**src/rtl/fetch_unit_if.sv**
```systemverilog
// Bundles the fetch stage's memory and decode/execute signals.
// The master modport is the fetch unit. The slave modport is the
// instruction memory together with the decode/execute stage.
interface fetch_unit_if;
    logic        imem_req;
    logic [15:0] imem_addr;
    logic        imem_valid;
    logic [15:0] imem_rdata;
    logic [15:0] instr;
    logic        instr_valid;
    logic        instr_ack;
    logic [2:0]  flags;
    logic [15:0] br_reg_data;
    logic [15:0] pc;
    logic [15:0] pc_plus2;
    logic        hlt;
    logic [31:0] icount;

    modport master (
        output imem_req, imem_addr, instr, instr_valid, pc, pc_plus2, hlt, icount,
        input  imem_valid, imem_rdata, instr_ack, flags, br_reg_data
    );

    modport slave (
        input  imem_req, imem_addr, instr, instr_valid, pc, pc_plus2, hlt, icount,
        output imem_valid, imem_rdata, instr_ack, flags, br_reg_data
    );
endinterface

```
**src/rtl/fetch_unit.sv**
```systemverilog
// Instruction fetch / next-PC stage.
// It owns the PC and requests each instruction word. The word is held
// until decode/execute accepts it. The next PC is then resolved as
// sequential, B, BR or HLT.
// Optional build macro FETCH_ICOUNT_EN adds the accepted-instruction
// counter. Without it, icount is tied to zero.
//
// state   | meaning
// --------+-------------------------------------------------
// FETCH   | issue imem_req for pc
// WAIT    | request outstanding, waiting for imem_valid
// HOLD    | instr valid, waiting for instr_ack
// HALTED  | HLT accepted, idle until rst
module fetch_unit #(
    parameter logic [15:0] RESET_PC = 16'h0000
) (
    input  logic          clk,
    input  logic          rst,
    fetch_unit_if.master  bus
);

    typedef enum logic [1:0] {
        S_FETCH  = 2'd0,
        S_WAIT   = 2'd1,
        S_HOLD   = 2'd2,
        S_HALTED = 2'd3
    } state_t;

    localparam logic [3:0] OP_B   = 4'b1100;
    localparam logic [3:0] OP_BR  = 4'b1101;
    localparam logic [3:0] OP_HLT = 4'b1111;

    state_t      state_q, state_d;
    logic [15:0] pc_q, pc_d;
    logic [15:0] instr_q, instr_d;
    logic [15:0] pc_plus2;
    logic        ack_fire;
    logic        cond_true;
    logic        flag_z, flag_v, flag_n;
    logic [15:0] b_offset;

    assign pc_plus2 = pc_q + 16'd2;
    assign ack_fire = (state_q == S_HOLD) && bus.instr_ack;
    assign flag_z   = bus.flags[2];
    assign flag_v   = bus.flags[1];
    assign flag_n   = bus.flags[0];
    assign b_offset = {{6{instr_q[8]}}, instr_q[8:0], 1'b0};

    // Branch condition decode from instr[11:9] against the ALU flags.
    always_comb begin
        cond_true = 1'b0;
        case (instr_q[11:9])
            3'b000:  cond_true = !flag_z;
            3'b001:  cond_true = flag_z;
            3'b010:  cond_true = !flag_z && !flag_n;
            3'b011:  cond_true = flag_n;
            3'b100:  cond_true = flag_z || (!flag_z && !flag_n);
            3'b101:  cond_true = flag_n || flag_z;
            3'b110:  cond_true = flag_v;
            default: cond_true = 1'b1;
        endcase
    end

    // Next-state, next-PC and instruction capture.
    always_comb begin
        state_d = state_q;
        pc_d    = pc_q;
        instr_d = instr_q;
        case (state_q)
            S_FETCH: state_d = S_WAIT;
            S_WAIT: begin
                if (bus.imem_valid) begin
                    instr_d = bus.imem_rdata;
                    state_d = S_HOLD;
                end
            end
            S_HOLD: begin
                if (bus.instr_ack) begin
                    state_d = S_FETCH;
                    case (instr_q[15:12])
                        OP_B:   pc_d = cond_true ? (pc_plus2 + b_offset) : pc_plus2;
                        OP_BR:  pc_d = cond_true ? (bus.br_reg_data & 16'hFFFE) : pc_plus2;
                        OP_HLT: begin
                            pc_d    = pc_q;
                            state_d = S_HALTED;
                        end
                        default: pc_d = pc_plus2;
                    endcase
                end
            end
            default: state_d = S_HALTED;
        endcase
    end

    // State, PC and held-instruction registers.
    always_ff @(posedge clk) begin
        if (rst) begin
            state_q <= S_FETCH;
            pc_q    <= RESET_PC;
            instr_q <= 16'h0000;
        end else begin
            state_q <= state_d;
            pc_q    <= pc_d;
            instr_q <= instr_d;
        end
    end

`ifdef FETCH_ICOUNT_EN
    logic [31:0] icount_q, icount_d;

    // Accepted-instruction counter. It counts the HLT ack too and wraps.
    always_comb begin
        icount_d = icount_q;
        if (ack_fire) icount_d = icount_q + 32'd1;
    end

    // Counter register.
    always_ff @(posedge clk) begin
        if (rst) icount_q <= 32'h0;
        else     icount_q <= icount_d;
    end

    assign bus.icount = icount_q;
`else
    // The counter is not built in this configuration.
    assign bus.icount = 32'h0;
`endif

    // The request is gated by rst because state already reads FETCH while
    // rst is held.
    assign bus.imem_req    = (state_q == S_FETCH) && !rst;
    assign bus.imem_addr   = pc_q;
    assign bus.instr       = instr_q;
    assign bus.instr_valid = (state_q == S_HOLD);
    assign bus.pc          = pc_q;
    assign bus.pc_plus2    = pc_plus2;
    assign bus.hlt         = (state_q == S_HALTED);

endmodule

```
**src/flat_wrapper.sv**
```systemverilog
// flat-port wrapper written by rule: the top's interface ports become plain ports
module fetch_unit_flat 
#(
    parameter logic [15:0] RESET_PC = 16'h0000
)
  (clk, rst, bus_imem_req, bus_imem_addr, bus_instr, bus_instr_valid, bus_pc, bus_pc_plus2, bus_hlt, bus_icount, bus_imem_valid, bus_imem_rdata, bus_instr_ack, bus_flags, bus_br_reg_data);
  fetch_unit_if bus_i ();
  input  logic clk;
  input  logic rst;
  output wire logic [$bits(bus_i.imem_req)-1:0] bus_imem_req;
  output wire logic [$bits(bus_i.imem_addr)-1:0] bus_imem_addr;
  output wire logic [$bits(bus_i.instr)-1:0] bus_instr;
  output wire logic [$bits(bus_i.instr_valid)-1:0] bus_instr_valid;
  output wire logic [$bits(bus_i.pc)-1:0] bus_pc;
  output wire logic [$bits(bus_i.pc_plus2)-1:0] bus_pc_plus2;
  output wire logic [$bits(bus_i.hlt)-1:0] bus_hlt;
  output wire logic [$bits(bus_i.icount)-1:0] bus_icount;
  input wire logic [$bits(bus_i.imem_valid)-1:0] bus_imem_valid;
  input wire logic [$bits(bus_i.imem_rdata)-1:0] bus_imem_rdata;
  input wire logic [$bits(bus_i.instr_ack)-1:0] bus_instr_ack;
  input wire logic [$bits(bus_i.flags)-1:0] bus_flags;
  input wire logic [$bits(bus_i.br_reg_data)-1:0] bus_br_reg_data;
  assign bus_imem_req = bus_i.imem_req;
  assign bus_imem_addr = bus_i.imem_addr;
  assign bus_instr = bus_i.instr;
  assign bus_instr_valid = bus_i.instr_valid;
  assign bus_pc = bus_i.pc;
  assign bus_pc_plus2 = bus_i.pc_plus2;
  assign bus_hlt = bus_i.hlt;
  assign bus_icount = bus_i.icount;
  assign bus_i.imem_valid = bus_imem_valid;
  assign bus_i.imem_rdata = bus_imem_rdata;
  assign bus_i.instr_ack = bus_instr_ack;
  assign bus_i.flags = bus_flags;
  assign bus_i.br_reg_data = bus_br_reg_data;
  fetch_unit #(.RESET_PC(RESET_PC)) u_core (.clk(clk), .rst(rst), .bus(bus_i));
endmodule
```
**config.mk**
```make
export PLATFORM = sky130hd
export DESIGN_NAME = fetch_unit_flat
export DESIGN_NICKNAME = d
export VERILOG_FILES = /design/src/rtl/fetch_unit_if.sv /design/src/rtl/fetch_unit.sv /design/src/flat_wrapper.sv
export SDC_FILE = /design/constraint.sdc
export NUM_CORES = 1
export LEC_CHECK = 0
export ABC_AREA = 1
export CORE_MARGIN = 1.5
export CORE_UTILIZATION = 41
export DETAILED_ROUTE_END_ITERATION = 10
export GPL_TIMING_DRIVEN = 0
export PLACE_DENSITY_LB_ADDON = 0.12
export SLEW_MARGIN = 20
export SYNTH_ARGS = -nofsm -noshare
export SYNTH_HDL_FRONTEND = slang
export SYNTH_SLANG_ARGS = --single-unit
```
**constraint.sdc**
```tcl
create_clock -name clk -period 3.19 [get_ports clk]
set_input_delay 0.638 -clock clk [delete_from_list [all_inputs] [get_ports clk]]
set_output_delay 0.638 -clock clk [all_outputs]
set_load 0.03 [all_outputs]
```
==> impl_metrics.toml <==
[status]
status = "finished, final reports clean"

[clock_tree]
cts_sinks = 33
cts_tree = "yes"
cts_root_buf = "clkbuf_8"
ctsHoldBuffers = 0
post-cts-setup-buffers = 0
cts_buffer_depth = 2
htree_num_levels = 2
insertion_delay_ns = 0.30
path_clk_slew_ns = 0.08
cts_buffers = 5

[min_path]
min_path_type = "reg2reg"

[setup_path]
critical_path.max_fanout = 6
path_class = "reg2out"
crit_path_start_kind = "flip-flop"
worstPathArrival_ns = 2.39
required_ns = 2.55
crit_path_end_kind = "primary output"

[floorplan]
die_area_um2 = 8180
die_x_um = 90.5
io_pins = 138
num_rows = 31
die_height_um = 90.5
start_util = 0.428
core_area_um2 = 7330

[detailed_routing]
initialDrtViolationCount = 166
postRouteAntennaNets = 0
wl_um = 9020
drc = 0
firstDrtPassIters = 5
wl_per_cell_um = 12.1
vias = 3490
via_per_inst = 4.67

[finish]
syn_to_final_growth_pct = 44.2
nNetsFinal = 704
instances_no_fill = 747
antenna_cells = 0
final_common_cell = "nand2_1"
nFillCells = 702
mostFrequentLayoutCells = "120 x nand2_1, 99 x clkdlybuf4s50_1, 64 x inv_1"
drive_above_1_share = 0.130

[grt]
grt_antenna_before_repair = 0
track_usage = 0.220
grt_pass1_vias = 3169
grt_pass1_wl_um = 14700
gr-total-overflow = 0
grt_start_max_net_pins = 13

[power_and_ir_drop]
p_sw_frac = 0.394
p_sw_mw = 0.620
clkPwrFrac = 0.260
seq_power_share = 0.319
total_power_mw = 1.58
leakage_nw = 2.19
combPwrFrac = 0.421
worst_ir_drop_vdd_mv = 0.217
p_int_mw = 0.955
pwr_density_cell_nw_per_um2 = 348

[sta]
drv_slew = 0
period_minus_slack_ns = 3.03
timing.fmax_mhz = 330
finalHoldViolCount = 0
post-route-period-util = 0.949
skew_ns = 0.0132
finalSetupViolCount = 0

[placed_design]
gp_congestion = 0.906
hpwl_um = 7380
dp_cells = 739
numPortBuffers = 101

[synth]
synth_xor_area_frac = 0.0331
synthMuxAreaShare = 0
ys_types = 32
synth_adder_area_share = 0.0742
syn_avg_cell_area_um2 = 6.21
synth_top_family_by_area = "simple AND/OR/NAND/NOR gates"
ys_seq_area_frac = 0.211
syn_inst = 505
synth_compound_area_frac = 0.177
yosys.area_share.simple = 0.283
yosys_register_bits = 33
syn-cell-area_um2 = 3140
yosys_warnings = 0

[run]
max_cap_violations = 0
[metrics by stage]
stage	area, um^2	setup TNS, ns	worst slack (ns)	utilization	hold slack (ns)
final	4520	0	0.162	0.617	0.467
after detailed placement	4400	0	0.263	0.600	0.455
after global placement	4400	0	0.263	0.600	0.452
after floorplan	3260	0	0.0441	-	0.564
after CTS	4510	0	0.0843	0.615	0.470
after global routing	4520	-0.000609	-0.000609	0.617	0.484
[per-layer routing]
| layer | routed length (um) | vias up | global-route usage |
|---|---|---|---|
| li1 | - | 1833 | - |
| met1 | 4000 | 1532 | 0.266 |
| met2 | 4360 | 115 | 0.397 |
| met3 | 573 | 10 | 0.0488 |
| met4 | 89 | 0 | 0.0410 |
| met5 | 0 | - | 0 |
[worst paths after layout]
check,end,cells past startpoint,from,slack [ns]
max,bus_pc_plus2[11],6,u_core.bus.imem_addr[9],0.16
min reg2reg,u_core.bus.instr[3],2,u_core.bus.instr[3],0.47
min,u_core.bus.instr[3],2,u_core.bus.instr[3],0.47
max reg2reg,u_core.bus.imem_addr[15],17,u_core.bus.imem_addr[2],0.36
[power groups by stage]
stage | clock (mW) | combinational, mW | sequential, mW
global placement | 0 | 0.653 | 0.510
floorplan | 0 | 0.374 | 0.564
global route | 0.431 | 0.717 | 0.509
detailed placement | 0 | 0.660 | 0.511
CTS | 0.413 | 0.662 | 0.502
finish | 0.410 | 0.663 | 0.502
[Yosys cell counts, drive strengths merged]
cell type    n  share of area
o211ai       2         0.0048
a21oi       58          0.093
nor3         6          0.013
buf         55           0.13
a31oi        3         0.0060
nand2      124           0.15
ha          17          0.068
xor2         7          0.020
nand4        6          0.012
conb         1         0.0012
o21ai       43          0.069
nor2        33          0.048
and2         3         0.0060
a211oi       1         0.0024
xnor2        4          0.014
dfxtp       33           0.21
inv         68          0.081
nand3       30          0.048
or2          1         0.0020
clkbuf       7         0.0084
nand3b       1         0.0024
a31o         1         0.0028
fa           1         0.0064
[logic make-up after synthesis]
family	Yosys count
xor gates and xnor gates	11
adders and majority gates	18
AOI/OAI and AO/OA	108
and+or+nand+nor	204
buffers and inverters	130
DFF	33
other	1
[worst max-delay path, cell delays in order, from the launching register on]
cell and delay (ns):
dfxtp_1 0.49, nand2_1 0.13, nor2_1 0.14, nand2_2 0.08, nor2_4 0.11, xor2_1 0.39
clkdlybuf4s50_1 0.76
[flip-flops by register name (all words and copies together) (netlist names)]
register,cells
u_core.state_q,2
u_core.bus.instr,16
u_core.bus.imem_addr,15
[cell type report]
cell class | count | area [um^2] | area share
buffer | 62 | 438 | 0.0968
clock buffer | 5 | 68.8 | 0.0152
clock inverter | 3 | 46.3 | 0.0102
inverter | 68 | 255 | 0.0564
multi-input combinational | 376 | 1920 | 0.425
sequential | 33 | 662 | 0.146
tap | 99 | 124 | 0.0274
timing repair buffer | 101 | 1010 | 0.223
[timing repair]
action,in CTS,in global routing
gates cloned,0,0
resized for setup,2,3
setup endpoints to repair,2,3
pin swaps,0,0
Note: power is estimated with default switching activity, not from simulation.
==> patch 1 (same flow settings) <==
`instr_q` no longer has a reset.
--- a/src/rtl/fetch_unit.sv
+++ b/src/rtl/fetch_unit.sv
@@ -99,3 +99,2 @@
             pc_q    <= RESET_PC;
-            instr_q <= 16'h0000;
         end else begin
@@ -103,4 +102,7 @@
             pc_q    <= pc_d;
-            instr_q <= instr_d;
         end
+    end
+
+    always_ff @(posedge clk) begin
+        instr_q <= instr_d;
     end
Formal check against the unedited RTL: differs if rst is asserted again (counterexample within 4 cycles, from zero or initial values and one cycle with rst high); with rst held inactive, the same outputs for 10 cycles.
==> patch 1 against the unedited design <==
Cell area decreased by 0.86%; worst setup slack improved by 32 ps; count of clock-buffer cells in the layout increased by 3; area after synthesis decreased by 0.64%; synthesized cell count decreased by 11%; hold slack improved by 120 ps; sequential cell count unchanged; critical path depth decreased by 1; clock skew decreased by 8.5 ps; die area decreased by 0.61%; total power decreased by 24%; routed wire length decreased by 8.8%; largest power group is now sequential cells.
==> patch 1: results (changes against the unedited design) <==
yosysSeqAreaShare_pct: 26.33  # was 21.06%
drive_gt1_share_pct: 15.99  # was 12.96%
grtUsageMet1_pct: 23.14  # was 26.62%
synth_area_leaders: "edfxtp_1 (15%), nand2_1 (14%), buf_4 (13%)"  # was dfxtp_1 (21%), nand2_1 (14%), buf_4 (12%)
nNetsFinal: 650  # was 704
fillers: 726  # was 702
gp_congestion: 0.8605  # was 0.9060
syn2layout_area_growth_pct: 43.88  # was 44.20%
place_area_um2: 4382  # was 4399 um^2
skew_ps: 4.753  # was 13.23 ps
post_drt_wl_per_cell_um: 11.87  # was 12.07 um
synth_area_per_cell_um2: 6.911  # was 6.211 um^2
synth_edf_count: 16  # was 0
bufAreaShareNonClock_pct: 31.84  # was 31.98%
grt_max_degree: 17  # was 13
synth_fa_ha_area_share_pct: 7.467  # was 7.419%
worst_ir_drop_vdd_mv: 0.1946  # was 0.2166 mV
wl_met3_um: 701  # was 573 um
leakage_nw: 2.189  # was 2.185 nW
whs_ps: 585.2  # was 467.3 ps
nMultiInputCombCells: 341  # was 376
wl_met1_um: 3393  # was 3997 um
seq_area_share_pct: 18.30  # was 14.63%
finalCritPeriodShare_pct: 93.92  # was 94.92%
ys.flop_type: "dfxtp_1"  # unchanged
final-clk-cell-share_pct: 2.009  # was 2.545%
synth-compound-area-share_pct: 12.85  # was 17.71%
internal_power_uw: 799.6  # was 954.8 uW
hpwl_um: 6752  # was 7379 um
holdCritStartpoint: "u_core.state_q[0]"  # was u_core.bus.instr[3]
non_clock_inverter_count: 55  # was 68
dp_slack_ps: 288.2  # was 262.7 ps
n_all_buffers: 157  # was 163
timing.rr.start: "u_core.bus.imem_addr[1]"  # was u_core.bus.imem_addr[2]
cp-endpoint: "bus_pc_plus2[9]"  # was bus_pc_plus2[11]
route.met2.wl_um: 4054  # was 4358 um
vias: 3227  # was 3490
multi_input_area_um2: 1813  # was 1921 um^2
yosys-top-cells-count: "nand2_1 (119), buf_4 (53), inv_1 (49)"  # was nand2_1 (120), inv_1 (64), a21oi_1 (58)
synth_xor_area_share_pct: 3.814  # was 3.311%
first_global_vias: 3078  # was 3169
dp.cells: 685  # was 739
grt_pass1_wl_um: 13880  # was 14720 um
critical_path.reg2reg.endpoint: "u_core.bus.imem_addr[14]"  # was u_core.bus.imem_addr[15]
rrSetupSlack_ps: 450  # was 360 ps
routed_wl_um: 8226  # was 9018 um
outcome: "complete, no violations"  # unchanged
grt.met2_usage_pct: 38.51  # was 39.72%
rr_worst_depth: 16  # was 17
crit_fanout: 5  # was 6
drt_iter0_drc: 129  # was 166
crit_arrival_ps: 2360  # was 2390 ps
patch 1: cell count changes in the layout (fill, tap and decap cells not counted), moves of 3 or more:
cell,delta
nand2_2,+4
edfxtp_1,+16
nor2_1,-3
nand3_1,-12
nor2_2,+3
inv_1,-15
o21ai_0,-18
dfxtp_1,-15
a21oi_1,-14
clkbuf_1,-4
patch 1: power groups by stage:
stage / sequential, mW / combinational (mW) / clock, mW
finish: 0.484 / 0.381 / 0.338
floorplan: 0.519 / 0.226 / 0
CTS: 0.485 / 0.380 / 0.346
global placement: 0.494 / 0.374 / 0
global route: 0.487 / 0.412 / 0.363
detailed placement: 0.494 / 0.378 / 0
patch 1: timing repair:
action                                 in CTS  in global routing
endpoints found under the hold margin       0                  0
gates resized for setup                     1                  2
pin swaps                                   0                  0
setup endpoints to repair                   1                  2
patch 1: worst max-delay path: stages, from the launching register on:
cell,delay [ps]
dfxtp_1,410
ha_1,230
nand3_2,160
nor4_4,260
xor2_2,270
clkdlybuf4s50_1,730
==> patch 2 (same flow settings) <==
Without the edit above. The option `FETCH_ICOUNT_EN` is turned on by a define.
--- a/src/rtl/fetch_unit.sv
+++ b/src/rtl/fetch_unit.sv
@@ -13,2 +13,4 @@
 // HALTED  | HLT accepted, idle until rst
+`define FETCH_ICOUNT_EN
+
 module fetch_unit #(
Function: changed (Yosys sat finds a counterexample within 4 cycles, from zero or initial values and one cycle with rst high).
==> patch 2 against the unedited design <==
Total power grew 27%; first-iteration DRC count increased by 100%; register-to-register slack improved by 20 ps; sequential power grew 72%; routed wire length increased by 61%; worst setup slack improved by 34 ps; die area up 43%; clock skew fell by 0.52 ps; sequential cell count is 32 higher; clock power rose by 91%; cell area rose by 40%; area after synthesis rose by 45%; critical endpoint is now bus_pc_plus2[8]; largest cell class unchanged; largest power group is now sequential cells.
==> patch 2: results (changes against the unedited design) <==
grt_max_degree: 12  # was 13
leakage_nw: 2.662  # was 2.185 nW
gp_congestion: 0.8983  # was 0.9060
yosysSeqAreaShare_pct: 28.69  # was 21.06%
slew_viol_final: 0  # unchanged
hpwl_um: 11310  # was 7379 um
post_drt_wl_per_cell_um: 14.48  # was 12.07 um
synthArstFlopShare_pct: 0  # unchanged
synth_area_leaders: "dfxtp_1 (29%), nand2_1 (15%), nor2_1 (7.1%)"  # was dfxtp_1 (21%), nand2_1 (14%), buf_4 (12%)
clk_latency_ps: 360  # was 300 ps
drive_gt1_share_pct: 8.092  # was 12.96%
path_clk_slew_ps: 80  # about the same
worst_ir_drop_vdd_mv: 0.2165  # was 0.2166 mV
cts-htree-levels: 3  # was 2
drtPass1Iterations: 5  # unchanged
gr-usage-all-layers_pct: 25.82  # was 21.99%
clock_path_buffers: 2  # unchanged
routed_wl_um: 14550  # was 9018 um
io_buffers: 132  # was 101
largest_reg_flops: 32  # was 16
ys.flop_type: "dfxtp_1"  # unchanged
grt_pass1_wl_um: 23600  # was 14720 um
antenna_cells: 0  # unchanged
outcome: "complete, no violations"  # unchanged
dp.cells: 988  # was 739
max_slew_margin_pct: 39.62
root_buffer: "clkbuf_8"  # unchanged
nNetsFinal: 919  # was 704
ys_types: 37  # was 32
crit_arrival_ps: 2360  # was 2390 ps
crit_fanout: 6  # unchanged
yosysWarningCount: 0  # unchanged
skew_ps: 12.71  # was 13.23 ps
netlist_instances: 714  # was 505
numCtsBuffers: 9  # was 5
hp-class: "register to register"  # unchanged
drt_iter0_drc: 333  # was 166
yosys-top-cells-count: "nand2_1 (187), nor2_1 (86), inv_1 (75)"  # was nand2_1 (120), inv_1 (64), a21oi_1 (58)
antenna_found_initial: 0  # unchanged
viasPerCell: 5.116  # was 4.672
first_global_vias: 4772  # was 3169
==> patch 2: repair_timing <==
action,CTS,global route
endpoints found under the setup margin,7,12
buffers inserted,0,2
endpoints found under the hold margin,0,0
gates resized for setup,7,12
pin swaps,0,1
==> patch 2: metal layers <==
layer  global-route usage (%)  wire length [um]  up-vias
met4                    7.331               210        0
met1                    35.03              6597     2338
met5                        0                 0        -
met3                    4.581              1095       22
li1                         -                 -     2587
met2                    41.95              6648      195
==> patch 2: final cells by class <==
cell class / instances / area (um^2)
Clock inverter: 4 / 77.57
Buffer: 36 / 207.7
Clock buffer: 11 / 131.4
Tap cell: 140 / 175.2
Multi-Input combinational cell: 537 / 2795
Fill cell: 1058 / 4474
Timing Repair Buffer: 134 / 1331
Sequential cell: 65 / 1303
Inverter: 78 / 297.8
==> patch 2: through the flow <==
stage / TNS (ps) / util [%] / area (um^2) / setup WS, ps
floorplan: 0 / - / 4551 / 9.200
global placement: -11.72 / 56.03 / 6047 / -8.505
detailed placement: -79.39 / 56.03 / 6047 / -42.28
CTS: -7.639 / 57.92 / 6251 / -7.639
global route: 0 / 58.54 / 6319 / 19.44
finish: 0 / 58.54 / 6319 / 196.3
==> patch 2: worst paths after layout <==
path | to | slack (ps) | cells past startpoint | start
setup / recovery | bus_pc_plus2[8] | 200 | 5 | u_core.bus.imem_addr[4]
setup reg to reg | u_core.bus.imem_addr[15] | 380 | 16 | u_core.bus.imem_addr[4]
hold reg to reg | u_core.bus.icount[31] | 500 | 2 | u_core.bus.icount[31]
hold / removal | u_core.bus.icount[31] | 500 | 2 | u_core.bus.icount[31]
==> patch 2: cells by family after synthesis <==
logic type | after synthesis | synth area share (%)
and+or+nand+nor | 360 | 34.65
other | 1 | 0.08268
adders and majority gates | 19 | 5.407
AOI/OAI and AO/OA | 127 | 14.62
buffers and inverters | 114 | 11.14
DFF | 65 | 28.69
xor gates and xnor gates | 28 | 5.407
==> patch 2: report_power, final <==
part           total, mW  switching [mW]  leakage (nW)  internal (mW)
Sequential         0.861          0.0283         0.527          0.833
Combinational      0.351           0.205          2.03          0.146
Clock              0.784           0.343         0.104          0.441
==> patch 2: worst max-delay path, cell delays in order (launching register included) <==
cell             delay, ps
dfxtp_1                470
inv_1                  130
nor3_2                 270
nand2_1                170
xnor2_2                250
clkdlybuf4s50_1        710
